**config.mk**
```make
export PLATFORM = sky130hd
export DESIGN_NAME = hsv_frame_ctrl
export DESIGN_NICKNAME = d
export VERILOG_FILES = /design/src/rtl/hsv_frame_ctrl.sv
export SDC_FILE = /design/constraint.sdc
export NUM_CORES = 1
export LEC_CHECK = 0
export CORE_ASPECT_RATIO = 1.4
export CORE_MARGIN = 10
export CORE_UTILIZATION = 50
export DETAILED_ROUTE_END_ITERATION = 6
export PLACE_DENSITY_LB_ADDON = 0.3
export SYNTH_ARGS = -nofsm -noshare
export SYNTH_HDL_FRONTEND = slang
export SYNTH_SLANG_ARGS = --single-unit
```
**constraint.sdc**
```tcl
create_clock -name clock -period 3.2 [get_ports clock]
set_input_delay 0.32 -clock clock [delete_from_list [all_inputs] [get_ports clock]]
set_output_delay 0.32 -clock clock [all_outputs]
set_load 0.005 [all_outputs]
```
**src/rtl/hsv_frame_ctrl.sv**
```systemverilog
// Frame sequencer ahead of the RGB-to-HSV pipeline: arms on command, aligns to a frame edge, flushes and reports per frame.
// pipe_* lag in_* by 1 cycle; no backpressure, so pixels arriving during flush are dropped and flagged.
module hsv_frame_ctrl #(
  parameter int LATENCY = 6,
  parameter int CNT_W   = 20,
  parameter int FRM_W   = 16
) (
  input  logic             clock,
  input  logic             reset,
  input  logic             ctrl_start,
  input  logic             ctrl_stop,
  input  logic             ctrl_continuous,
  input  logic             ctrl_clear_err,
  input  logic             in_valid,
  input  logic             in_visual,
  input  logic             in_done,
  output logic             pipe_valid,
  output logic             pipe_visual,
  output logic             pipe_done,
  input  logic             pipe_out_valid,
  input  logic             pipe_out_visual,
  input  logic             pipe_out_done,
  output logic             busy,
  output logic             frame_ready,
  output logic [CNT_W-1:0] pixel_count,
  output logic [FRM_W-1:0] frame_count,
  output logic             err_dropped,
  output logic             err_timeout,
  output logic             err_mismatch
);

  typedef enum logic [2:0] {IDLE, ARMED, ACTIVE, FLUSH, REPORT} state_t;

  localparam int               WD_W    = $clog2(LATENCY + 3);
  localparam logic [WD_W-1:0]  WD_LOAD = WD_W'(LATENCY + 2);
  localparam logic [CNT_W-1:0] CNT_MAX = '1;

  state_t           state, next_state;
  logic [WD_W-1:0]  wd;
  logic [CNT_W-1:0] in_cnt, out_cnt;
  logic             stop_pend;
  logic             timeout_exit;
  logic             enter_active, enter_flush;
  logic             in_pix, out_pix;
  logic             drop_evt, mismatch_evt;

  always_comb begin
    next_state   = state;
    timeout_exit = 1'b0;
    case (state)
      IDLE:   if (ctrl_start && !ctrl_stop) next_state = ARMED;
      ARMED:  if (ctrl_stop) next_state = IDLE;
              else if (in_done) next_state = ACTIVE;
      ACTIVE: if (in_done) next_state = FLUSH;
      FLUSH: begin
        if (pipe_out_done) begin
          next_state = REPORT;
        end else if (wd <= WD_W'(1)) begin
          // Watchdog about to expire: the pipeline never returned its done marker.
          next_state   = REPORT;
          timeout_exit = 1'b1;
        end
      end
      REPORT: next_state = (ctrl_continuous && !stop_pend && !ctrl_stop) ? ACTIVE : IDLE;
      default: next_state = IDLE;
    endcase
  end

  assign enter_active = (state != ACTIVE) && (next_state == ACTIVE);
  assign enter_flush  = (state != FLUSH) && (next_state == FLUSH);
  assign in_pix       = in_valid && in_visual;
  assign out_pix      = pipe_out_valid && pipe_out_visual;
  assign drop_evt     = (state == FLUSH) && in_valid;
  assign mismatch_evt = (state == REPORT) && (in_cnt != out_cnt);

  always_ff @(posedge clock) begin
    if (reset) begin
      state        <= IDLE;
      pipe_valid   <= 1'b0;
      pipe_visual  <= 1'b0;
      pipe_done    <= 1'b0;
      wd           <= '0;
      in_cnt       <= '0;
      out_cnt      <= '0;
      stop_pend    <= 1'b0;
      pixel_count  <= '0;
      frame_count  <= '0;
      err_dropped  <= 1'b0;
      err_timeout  <= 1'b0;
      err_mismatch <= 1'b0;
    end else begin
      state       <= next_state;
      pipe_valid  <= (state == ACTIVE) && in_valid;
      pipe_visual <= (state == ACTIVE) && in_visual;
      pipe_done   <= (state == ACTIVE) && in_done;

      if (enter_flush)
        wd <= WD_LOAD;
      else if (state == FLUSH && wd != '0)
        wd <= wd - WD_W'(1);

      // Counters saturate rather than wrap so an oversize frame still reads as a mismatch-free maximum.
      if (enter_active) begin
        in_cnt  <= '0;
        out_cnt <= '0;
      end else begin
        if (state == ACTIVE && in_pix && in_cnt != CNT_MAX)
          in_cnt <= in_cnt + CNT_W'(1);
        if ((state == ACTIVE || state == FLUSH) && out_pix && out_cnt != CNT_MAX)
          out_cnt <= out_cnt + CNT_W'(1);
      end

      if (state == REPORT)
        stop_pend <= 1'b0;
      else if (ctrl_stop && (state == ACTIVE || state == FLUSH))
        stop_pend <= 1'b1;

      if (state == REPORT) begin
        pixel_count <= in_cnt;
        frame_count <= frame_count + FRM_W'(1);
      end

      // A new error event in the same cycle as a clear keeps the flag set.
      err_dropped  <= drop_evt     || (err_dropped  && !ctrl_clear_err);
      err_timeout  <= timeout_exit || (err_timeout  && !ctrl_clear_err);
      err_mismatch <= mismatch_evt || (err_mismatch && !ctrl_clear_err);
    end
  end

  assign busy        = (state != IDLE);
  assign frame_ready = (state == REPORT);

endmodule

```
# Word-level counts from Yosys, hierarchy flattened
# Index checks and enable logic that the tools add are counted.
[totals]
reg_bits = 90
word_cells = 78
[classes]
n_reduce_logical = 35
eq_ne = 11
add_sub_neg = 4
muxes = 13
magnitude_cmp = 1
[op_table]
columns = ["cell", "n"]
rows = [
  ["20-bit by 1-bit adder with 20-bit output, second input constant", 2],
  ["20-bit inequality test, second input constant", 2],
  ["1-bit logical AND", 21],
  ["20-bit inequality test", 1],
  ["3-bit two-way mux", 6],
  ["16-bit by 1-bit adder with 16-bit output, second input constant", 1],
  ["3-bit case mux with 5 select lines", 1],
  ["3-bit by 2-bit equality test with 1-bit output, second input constant", 4],
  ["4-bit two-way mux", 2],
  ["3-bit by 2-bit inequality test with 1-bit output, second input constant", 2],
  ["2-bit OR reduction", 3],
  ["4-bit by 1-bit <= comparator with 1-bit output, second input constant", 1],
  ["1-bit logical OR", 4],
  ["4-bit nonzero test", 1],
  ["4-bit by 1-bit subtractor with 4-bit output, second input constant", 1],
  ["3-bit by 1-bit equality test with 1-bit output, second input constant", 1],
  ["3-bit equality test, second input constant", 1],
  ["1-bit logical NOT", 3],
  ["3-bit logical NOT", 1],
  ["1-bit two-way mux", 3],
  ["3-bit nonzero test", 1],
  ["2-bit two-way mux", 1],
  ["2-bit nonzero test", 1],
]

# Logic depth before layout (Yosys ltp)
# Gate-level depths: netlist of the first run.
[logic_depth]
ltp_word = 8
ltp_mapped = 8
mapped_depth_nobuf = 7

# Worst setup path after synthesis of the first run
# No wires, ideal clock.
[synth_path]
path_type = "flip-flop to flip-flop"
start = "register state[1]"
end = "register frame_count[13]"
required_time_ps = 3079
stages_incl_launch_ff = 9
path_slack_ps = 1441
arrival_time_ps = 1637
setup_ps = 121
n_path_buf = 2
path_cell_list = "dfxtp_1 buf_6 or3_1 buf_2 clkinv_4 nand4_4 nor2_2 nand3_1 mux2_4"
[synth_between]
elab_chain_cells = 1
[synth_rtl]
columns = ["item", "line_no", "rtl"]
rows = [
  ["start: declaration", "38", "state_t state, next_state;"],
  ["start signal: assignment", "92", "state <= next_state;"],
  ["3-bit equality test", "118", "if (state == REPORT) begin"],
  ["end signal: assignment", "120", "frame_count <= frame_count + FRM_W'(1);"],
  ["end: declaration", "26", "output logic [FRM_W-1:0] frame_count,"],
]
# Every way passes these cells.
# A chain may end at the register's enable or synchronous reset.

# Final worst setup path of the first run
[layout_path]
start = "register state[2]"
end = "output frame_ready"
[layout_between]
elab_chain_cells = 1
[layout_rtl]
columns = ["item", "line_no", "rtl"]
rows = [
  ["3-bit equality test", "131", "assign frame_ready = (state == REPORT);"],
  ["end: declaration", "24", "output logic frame_ready,"],
]
# Every way passes these cells.

==> results by group, run 1 <==
Setup path
  • R2R setup slack: 0.90 ns
  • Worst setup SP type: flip-flop
  • Critical path class: flip-flop to output pin
  • R2r startpoint: state[2]
  • R2r worst-path depth: 8
  • CP Data Required Time: 2.88 ns
  • Element type at the critical path end: output pin
  • Worst EP arrival: 2.32 ns
  • Crit-path cells: inv_1, or3_1, buf_4, clkinv_4, clkdlybuf4s50_1
  • Crit Path Max Fanout: 28
  • Reg-to-Reg End: frame_count[13]
  • WP buf/inv: 4
  • Critical path's slowest cell: dfxtp_1
  • CP top delay family: buffers and inverters
  • Crit path largest cell delay: 0.56 ns

Timing
  • Fmax: 0.378 GHz
  • Crit share post-route: 0.826
  • Hold_ws: 0.454 ns
  • Final hold violation count: 0
  • Slew Viols, Final: 0
  • Measured slew at the worst slew-check pin: 0.768 ns
  • Rel. slew slack: 0.484
  • Final setup viols: 0
  • RSZ-0062 raised after global routing: no
  • Worst-case clock skew: 0.00513 ns
  • Min Tclk post-route: 2.64 ns
  • Setup ws final: 0.557 ns
  • Setup_tns: 0 ns

Pwr
  • Pint: 0.00188 W
  • Clock power frac: 0.496
  • Gate power share: 0.025
  • LEAKAGE: 1.82 nW
  • Pwr dens: 448 nW/um^2
  • Net switching power: 0.000477 W
  • Sequential share of power: 0.478
  • Sw Share: 0.203
  • Peak VDD IR: 0.325 mV

Flow run
  • MaxCap Viol Count: 0

Outcome
  • Status: complete, no violations

Placed design
  • Placer Congestion: 0.883
  • HPWL after DPL: 7.70 mm
  • Post-Place Setup Slack: 0.769 ns
  • # port buffers: 55
  • Placed cell area: 4920 sq um

Routing
  • Final ANT Viol Nets: 0
  • Drt initial violations: 224
  • Vias per inst: 5.68
  • Post-route DRC: 0
  • Vias: 3803
  • Routed wire length: 10.5 mm
  • Average wire per standard cell: 15.7 microns
  • Detailed-router iteration count before antenna repair: 4

CTS
  • Worst-path clk slew: 0.06 ns
  • Hold_buf cts: 0
  • Post-CTS setup buffers: 0
  • Root buffer cell: clkbuf_16
  • TritonCTS clock tree: yes
  • H-tree Lvls: 3
  • CTS buffer count: 9
  • Post-CTS sizing: 0
  • Bufs on Longest Clock Path: 2
  • CTS Sinks: 90
  • Clk_lat worst skew: 0.34 ns

GRT
  • Total GRT Usage: 0.166
  • Vias in the first global route: 3698
  • Largest net degree at the start of global routing: 48
  • Initial antenna violation count: 0
  • Remaining Overflow, GRT: 0
  • First-pass GRT wire length: 17.8 mm

Die
  • Core Box Area: 8510 sq um
  • Rows: 40
  • Die area: 12800 sq um
  • Die span in y: 130 microns
  • Starting Density: 0.510
  • Die X: 98.7 microns
  • Io pins: 56

Cells and area
  • Share of layout cells above drive strength 1: 0.0674
  • Number of diodes: 0
  • Post-route cell area: 5260 sq um
  • Area Growth Syn to Fin: 21.3%
  • Filler Cells Inserted: 734
  • Final Util: 0.618
  • Layout Nets: 577

Worst hold path
  • Worst min path class: flip-flop to flip-flop
  • WHS Path Cells: 2
  • HP Start: pixel_count[12]
  • Worst hold endpoint: pixel_count[12]

Yosys
  • Top post-synthesis cells by area: dfxtp_1, xnor2_1, nand2_1
  • Synth top area share: 0.416
  • Syn nets: 532
  • Cell variety after synth: 55
  • Flop and latch count out of synthesis: 90
  • Cell taking the most area after synthesis: dfxtp_1
  • Most used DFF post-synth: dfxtp_1
  • Synth warn: 0
  • Count of flip-flops with a built-in enable after synthesis: 0
  • Synthesized area per cell: 8.43 sq um
  • Fraction of registers with async set/reset: 0
  • Post-synthesis sequential area ratio: 0.416
  • Mapped Area: 4340 sq um
  • Cells after Synth: 514
Yosys cell counts (7+ instances only):
master    number
dfxtp_1       90
o21ai_0       12
nand2_1       77
xnor2_1       34
xor2_1        25
or3_1         13
nor3_1         7
nor2_1        52
and3_1        11
inv_1          8
nor4_1         7
a21oi_1       39
clkbuf_1      11
buf_2          7
nand3_1       20
nand4_1       20
power by group through the flow:
| stage | combinational, W | clock, W | sequential (W) |
|---|---|---|---|
| final | 0.0000593 | 0.00117 | 0.00113 |
| after global routing | 0.0000654 | 0.00123 | 0.00113 |
| after CTS | 0.0000599 | 0.00119 | 0.00113 |
| after detailed placement | 0.0000589 | 0 | 0.00115 |
| after global placement | 0.0000586 | 0 | 0.00115 |
| after floorplan | 0.0000361 | 0 | 0.00115 |
stage by stage:
stage / power [W] / cells
after floorplan: 0.00118 / 514
after global placement: 0.00121 / 653
after detailed placement: 0.00121 / 653
after CTS: 0.00237 / 669
after global routing: 0.00242 / 669
final: 0.00235 / 669
final cells by class:
cell class	count	area (sq um)	area share
Clock inverter	5	85.1	0.0162
Inverter	9	38.8	0.00738
Multi-Input combinational cell	391	2370	0.452
Tap cell	105	131	0.0250
Clock buffer	11	253	0.0481
Sequential cell	90	1800	0.343
Timing Repair Buffer	58	573	0.109
cell families after synthesis:
group | synth area share
AO/OA/AOI/OAI | 0.107
AND/OR/NAND/NOR | 0.294
multiplexers | 0.0104
flip-flops | 0.416
adder cells (fa/ha/maj) | 0.0173
buffers and inverters | 0.0367
XOR/XNOR | 0.119
sequential cells by signal, summed over array words and instances (netlist names):
signal / count
pipe_valid: 1
stop_pend: 1
pixel_count: 20
err_dropped: 1
out_cnt: 20
pipe_visual: 1
in_cnt: 20
err_mismatch: 1
frame_count: 16
state: 3
err_timeout: 1
pipe_done: 1
wd: 4
routing by layer:
metal	global-route usage	share of wire	vias up	routed length, microns
li1	-	-	1890	-
met1	0.181	0.40	1810	4230
met2	0.292	0.52	80	5480
met3	0.0460	0.046	23	486
met4	0.0786	0.027	0	282
met5	0	0	-	0
layout by cell type, fill, tap and decap left out, types with 6 or more instances in the layout:
cell	netlist	layout
a21oi_1	39	39
and3_1	11	11
and4_1	6	6
clkbuf_16	0	9
clkdlybuf4s50_1	0	55
dfxtp_1	90	90
ha_1	6	6
inv_1	8	8
nand2_1	77	77
nand3_1	20	20
nand4_1	20	20
nor2_1	52	52
nor3_1	7	7
nor4_1	7	7
o211ai_1	6	6
o21ai_0	12	12
or3_1	13	13
xnor2_1	34	34
xor2_1	25	25
worst max-delay path by stage:
stage / start / slack (ns) / cells after the start / end
6_report: state[2] / 0.56 / 5 / frame_ready
5_1_grt: state[2] / 0.44 / 5 / frame_ready
4_1_cts: state[2] / 0.55 / 5 / frame_ready
3_5_place_dp: ctrl_stop / 0.77 / 7 / in_cnt[5]
3_3_place_gp: ctrl_stop / 0.85 / 7 / out_cnt[11]
2_1_floorplan: state[1] / 1.44 / 8 / frame_count[13]
worst register-to-register path, delay by kind of cell, from the launching register on:
family	cells	cell delay [ns]
and+or+nand+nor	4	0.79
DFF	1	0.56
buffers and inverters	3	0.55
muxes	1	0.30
No activity file was read; power rests on OpenSTA's default activity.
==> run 2: changes to the inputs <==
- clock period: 3.2 -> 2.5 ns (I/O delays scaled with it)
==> run 2 against run 1 <==
Clock skew is 0.00088 ns lower. Hold slack better by 0.0019 ns. Die area unchanged. Cell count is 1.0% higher. Sequential power rose by 27%. Via count is 1.3% higher. Combinational power grew 44%. Total power rose by 23%. Register-to-register slack got worse by 0.52 ns. Wire length unchanged. Clock power rose by 17%. Utilization grew 0.40 points.
==> results by group, run 2 (synthesis results as in run 1) <==
Outcome
  • Status: complete, no violations

Timing
  • Final setup viols: 0
  • Rel. slew slack: 0.488
  • RSZ-0062 raised after global routing: no
  • Crit share post-route: 0.905
  • Setup_tns: 0 ns
  • Slew Viols, Final: 0
  • Worst-case clock skew: 0.00425 ns
  • Final hold violation count: 0
  • Measured slew at the worst slew-check pin: 0.762 ns
  • Min Tclk post-route: 2.26 ns
  • Fmax: 0.442 GHz

CTS
  • CTS Sinks: 90
  • Worst-path clk slew: 0.06 ns
  • Post-CTS sizing: 0
  • CTS buffer count: 9
  • Hold_buf cts: 0
  • Bufs on Longest Clock Path: 2
  • Post-CTS setup buffers: 0
  • Root buffer cell: clkbuf_16
  • Clk_lat worst skew: 0.33 ns
  • H-tree Lvls: 3
  • TritonCTS clock tree: yes

GRT
  • Met2 GRT Util: 0.295
  • Remaining Overflow, GRT: 0
  • Met1 Usage GRT: 0.186
  • First-pass GRT wire length: 18.1 mm
  • Total GRT Usage: 0.166
  • Busiest grt layer: met2
  • Largest net degree at the start of global routing: 48
  • Initial antenna violation count: 0
  • Vias in the first global route: 3836
  • M3 GR Usage: 0.0392

Pwr
  • LEAKAGE: 1.85 nW
  • Pwr dens: 547 nW/um^2
  • Peak VDD IR: 0.351 mV
  • Design Power: 0.00289 W

Routing
  • Final ANT Viol Nets: 0
  • Routed wire length: 10.5 mm
  • Vias: 3851
  • Vias per inst: 5.70
  • Average wire per standard cell: 15.5 microns
  • Detailed-router iteration count before antenna repair: 5
  • Post-route DRC: 0
  • Drt initial violations: 195

Setup path
  • Worst EP arrival: 2.01 ns
  • Crit-path cells: inv_1, or3_1, clkinv_4, clkdlybuf4s50_1
  • CP top delay family: buffers and inverters
  • WP buf/inv: 3
  • Element type at the critical path end: output pin
  • CP startpoint: state[2]
  • CP Data Required Time: 2.25 ns
  • Crit path largest cell delay: 0.55 ns
  • Worst setup SP type: flip-flop
  • Crit Path Max Fanout: 28
  • Critical path's slowest cell: clkdlybuf4s50_1
  • R2r startpoint: in_cnt[0]
  • Critical path class: flip-flop to output pin

Die
  • Rows: 40
  • Io pins: 56
  • Die X: 98.7 microns
  • Starting Density: 0.510
  • Die span in y: 130 microns
  • Die area: 12800 sq um
  • Core Box Area: 8510 sq um

Cells and area
  • Share of layout cells above drive strength 1: 0.0788
  • Area taken by multi-input logic gates: 2370 sq um
  • Final Util: 0.622
  • Layout Nets: 584
  • Area Growth Syn to Fin: 22.0%
  • Top Registers: in_cnt x20, out_cnt x20, pixel_count x20
  • Most frequent cells in the layout: dfxtp_1, nand2_1, clkdlybuf4s50_1
  • Number of diodes: 0
  • Sequential cell area: 1800 sq um
  • Filler Cells Inserted: 752
  • Most common cell after layout, fill and taps aside: dfxtp_1

Worst hold path
  • HP Start: pixel_count[16]
  • Worst min path class: flip-flop to flip-flop

Placed design
  • HPWL after DPL: 7.81 mm
  • # port buffers: 55
  • Placer Congestion: 0.894

Flow run
  • MaxCap Viol Count: 0
run 2: final timing paths:
check	end	slack, ns	cells past startpoint
setup / recovery	frame_ready	0.24	4
hold / removal	pixel_count[16]	0.46	2
setup reg to reg	in_cnt[16]	0.38	6
hold reg to reg	pixel_count[16]	0.46	2
run 2: routing by layer:
metal | part of all wire | up-vias
li1 | - | 1908
met1 | 0.41 | 1858
met2 | 0.54 | 74
met3 | 0.043 | 11
met4 | 0.012 | 0
met5 | 0 | -
run 2: final cells by class:
type / count / share of cell area
clock buffers: 12 / 0.0485
clock inverters: 4 / 0.00922
inverters: 9 / 0.00733
multi-input cells: 391 / 0.449
flip-flops and latches: 90 / 0.341
well taps: 105 / 0.0248
repair buffers: 65 / 0.121
run 2: worst register-to-register path, delay by kind of cell, from the launching register on:
| family | cells | cell delay [ns] |
|---|---|---|
| AND/OR/NAND/NOR | 4 | 1.16 |
| flip-flops | 1 | 0.48 |
| XOR/XNOR | 1 | 0.12 |
| adder cells (fa/ha/maj) | 1 | 0.25 |
run 2: per-stage QoR:
step                std cells  setup slack (ns)  area (sq um)  hold WS (ns)
finish                    676             0.237          5290         0.456
global route              676             0.130          5290         0.480
CTS                       676            0.0793          5290         0.460
detailed placement        660             0.238          4980         0.451
global placement          660             0.277          4980         0.445
floorplan                 514             0.741          4340         0.417
run 2: power breakdown:
group	switching, W	internal [W]
clock network	0.000539	0.000829
logic	0.0000486	0.0000370
registers	0.00000236	0.00144
total	0.000590	0.00230
==> run 3: changes to the inputs <==
--- a/constraint.sdc
+++ b/constraint.sdc
@@ -3,2 +3,2 @@
 set_output_delay 0.25 -clock clock [all_outputs]
-set_load 0.005 [all_outputs]
+set_load 0.05 [all_outputs]
==> run 3 against run 2 <==
Clock power hardly changed. Fmax grew 1.9%. Non-clock buffer count down 1. Clock-buffer cell count down 3. Critical path type unchanged.
==> results by group, run 3 (synthesis results as in run 1) <==
Outcome
  • Status: complete, no violations

CTS
  • Root buffer cell: clkbuf_16
  • Post-CTS sizing: 0
  • Clk_lat worst skew: 0.34 ns
  • CTS buffer count: 9
  • TritonCTS clock tree: yes
  • CTS Sinks: 90
  • H-tree Lvls: 3
  • Hold_buf cts: 0
  • Post-CTS setup buffers: 0
  • Bufs on Longest Clock Path: 2
  • Worst-path clk slew: 0.06 ns

Placed design
  • Placed cell area: 4990 sq um
  • # port buffers: 55
  • Post-Place Setup Slack: 0.250 ns
  • Placed Instances: 659
  • HPWL after DPL: 7.80 mm
  • Placer Congestion: 0.904

Timing
  • Slew Viols, Final: 0
  • Min Tclk post-route: 2.22 ns
  • Setup_tns: 0 ns
  • Final setup viols: 0
  • Rel. slew slack: 0.657
  • Final hold violation count: 0
  • RSZ-0062 raised after global routing: no
  • Measured slew at the worst slew-check pin: 0.513 ns
  • Worst-case clock skew: 0.00452 ns
  • Fmax: 0.450 GHz
  • Crit share post-route: 0.888
  • Setup ws final: 0.280 ns

Setup path
  • Worst setup SP type: flip-flop
  • Critical path class: flip-flop to output pin
  • Worst EP arrival: 1.97 ns
  • Element type at the critical path end: output pin
  • CP Data Required Time: 2.25 ns
  • Crit Path Max Fanout: 26

Pwr
  • LEAKAGE: 1.84 nW
  • Pwr dens: 543 nW/um^2
  • Peak VDD IR: 0.358 mV

GRT
  • First-pass GRT wire length: 17.5 mm
  • Vias in the first global route: 3778
  • Largest net degree at the start of global routing: 48
  • Busiest grt layer: met2
  • M3 GR Usage: 0.0386
  • Total GRT Usage: 0.163
  • Remaining Overflow, GRT: 0
  • Met2 GRT Util: 0.305
  • Initial antenna violation count: 0
  • Met1 Usage GRT: 0.168

Routing
  • Routed wire length: 10.4 mm
  • Drt initial violations: 218
  • Post-route DRC: 0
  • Detailed-router iteration count before antenna repair: 5
  • Final ANT Viol Nets: 0
  • Vias per inst: 5.66
  • Vias: 3819
  • Average wire per standard cell: 15.4 microns

Die
  • Die area: 12800 sq um
  • Rows: 40
  • Die X: 98.7 microns
  • Core Box Area: 8510 sq um
  • Starting Density: 0.510
  • Die span in y: 130 microns
  • Io pins: 56

Worst hold path
  • Worst min path class: flip-flop to flip-flop

Cells and area
  • Final Util: 0.621
  • Top Registers: in_cnt x20, out_cnt x20, pixel_count x20
  • Most common cell after layout, fill and taps aside: dfxtp_1
  • Post-route cell area: 5280 sq um
  • Area Growth Syn to Fin: 21.8%
  • Most frequent cells in the layout: dfxtp_1, nand2_1, clkdlybuf4s50_1
  • Layout Nets: 583
  • Filler Cells Inserted: 732
  • Number of diodes: 0
  • Share of layout cells above drive strength 1: 0.0789
  • Layout Cells excl Fill: 675

Flow run
  • MaxCap Viol Count: 0
-- run 3: cell types whose count changed in the layout (fill, tap and decap cells not counted), sizes merged --
cell,change
clkbuf,-3
clkdlybuf4s50,-1
clkinvlp,+1
clkinv,+3
inv,-1
-- run 3: area by class of cell --
type	instances	area (sq um)	share of cell area
multi-input cells	391	2370	0.450
inverters	9	38.8	0.00734
clock buffers	9	225	0.0426
well taps	105	131	0.0249
clock inverters	7	70.1	0.0133
repair buffers	64	641	0.121
flip-flops and latches	90	1800	0.341
-- run 3: stage by stage --
| stage | hold WS (ns) | total power (W) |
|---|---|---|
| 3_3_place_gp | 0.446 | 0.00156 |
| 3_5_place_dp | 0.450 | 0.00156 |
| 4_1_cts | 0.459 | 0.00289 |
| 6_report | 0.458 | 0.00287 |
| 2_1_floorplan | 0.417 | 0.00152 |
| 5_1_grt | 0.480 | 0.00296 |
-- run 3: worst paths after layout --
check                        from               to  slack [ns]  depth (start not counted)
setup / recovery         state[2]      frame_ready        0.28                          5
hold / removal    pixel_count[13]  pixel_count[13]        0.46                          2
setup reg to reg         state[1]       in_cnt[11]        0.40                          6
hold reg to reg   pixel_count[13]  pixel_count[13]        0.46                          2
-- run 3: per-layer routing --
layer  vias up  routed length, microns
met2        78                    5600
met3        14                     496
li1       1897                       -
met4         0                     169
met1      1830                    4110
met5         -                       0
-- run 3: worst max-delay path, stage by stage (launching register included) --
cell and delay [ns]:
dfxtp_1 0.54, inv_1 0.11, or3_1 0.41, clkinv_4 0.09
buf_4 0.28, buf_12 0.18
-- run 3: power by group --
| part | internal [W] | switching [W] |
|---|---|---|
| clock network | 0.000772 | 0.000569 |
| logic | 0.0000356 | 0.0000506 |
| registers | 0.00144 | 0.00000530 |
| total | 0.00224 | 0.000625 |
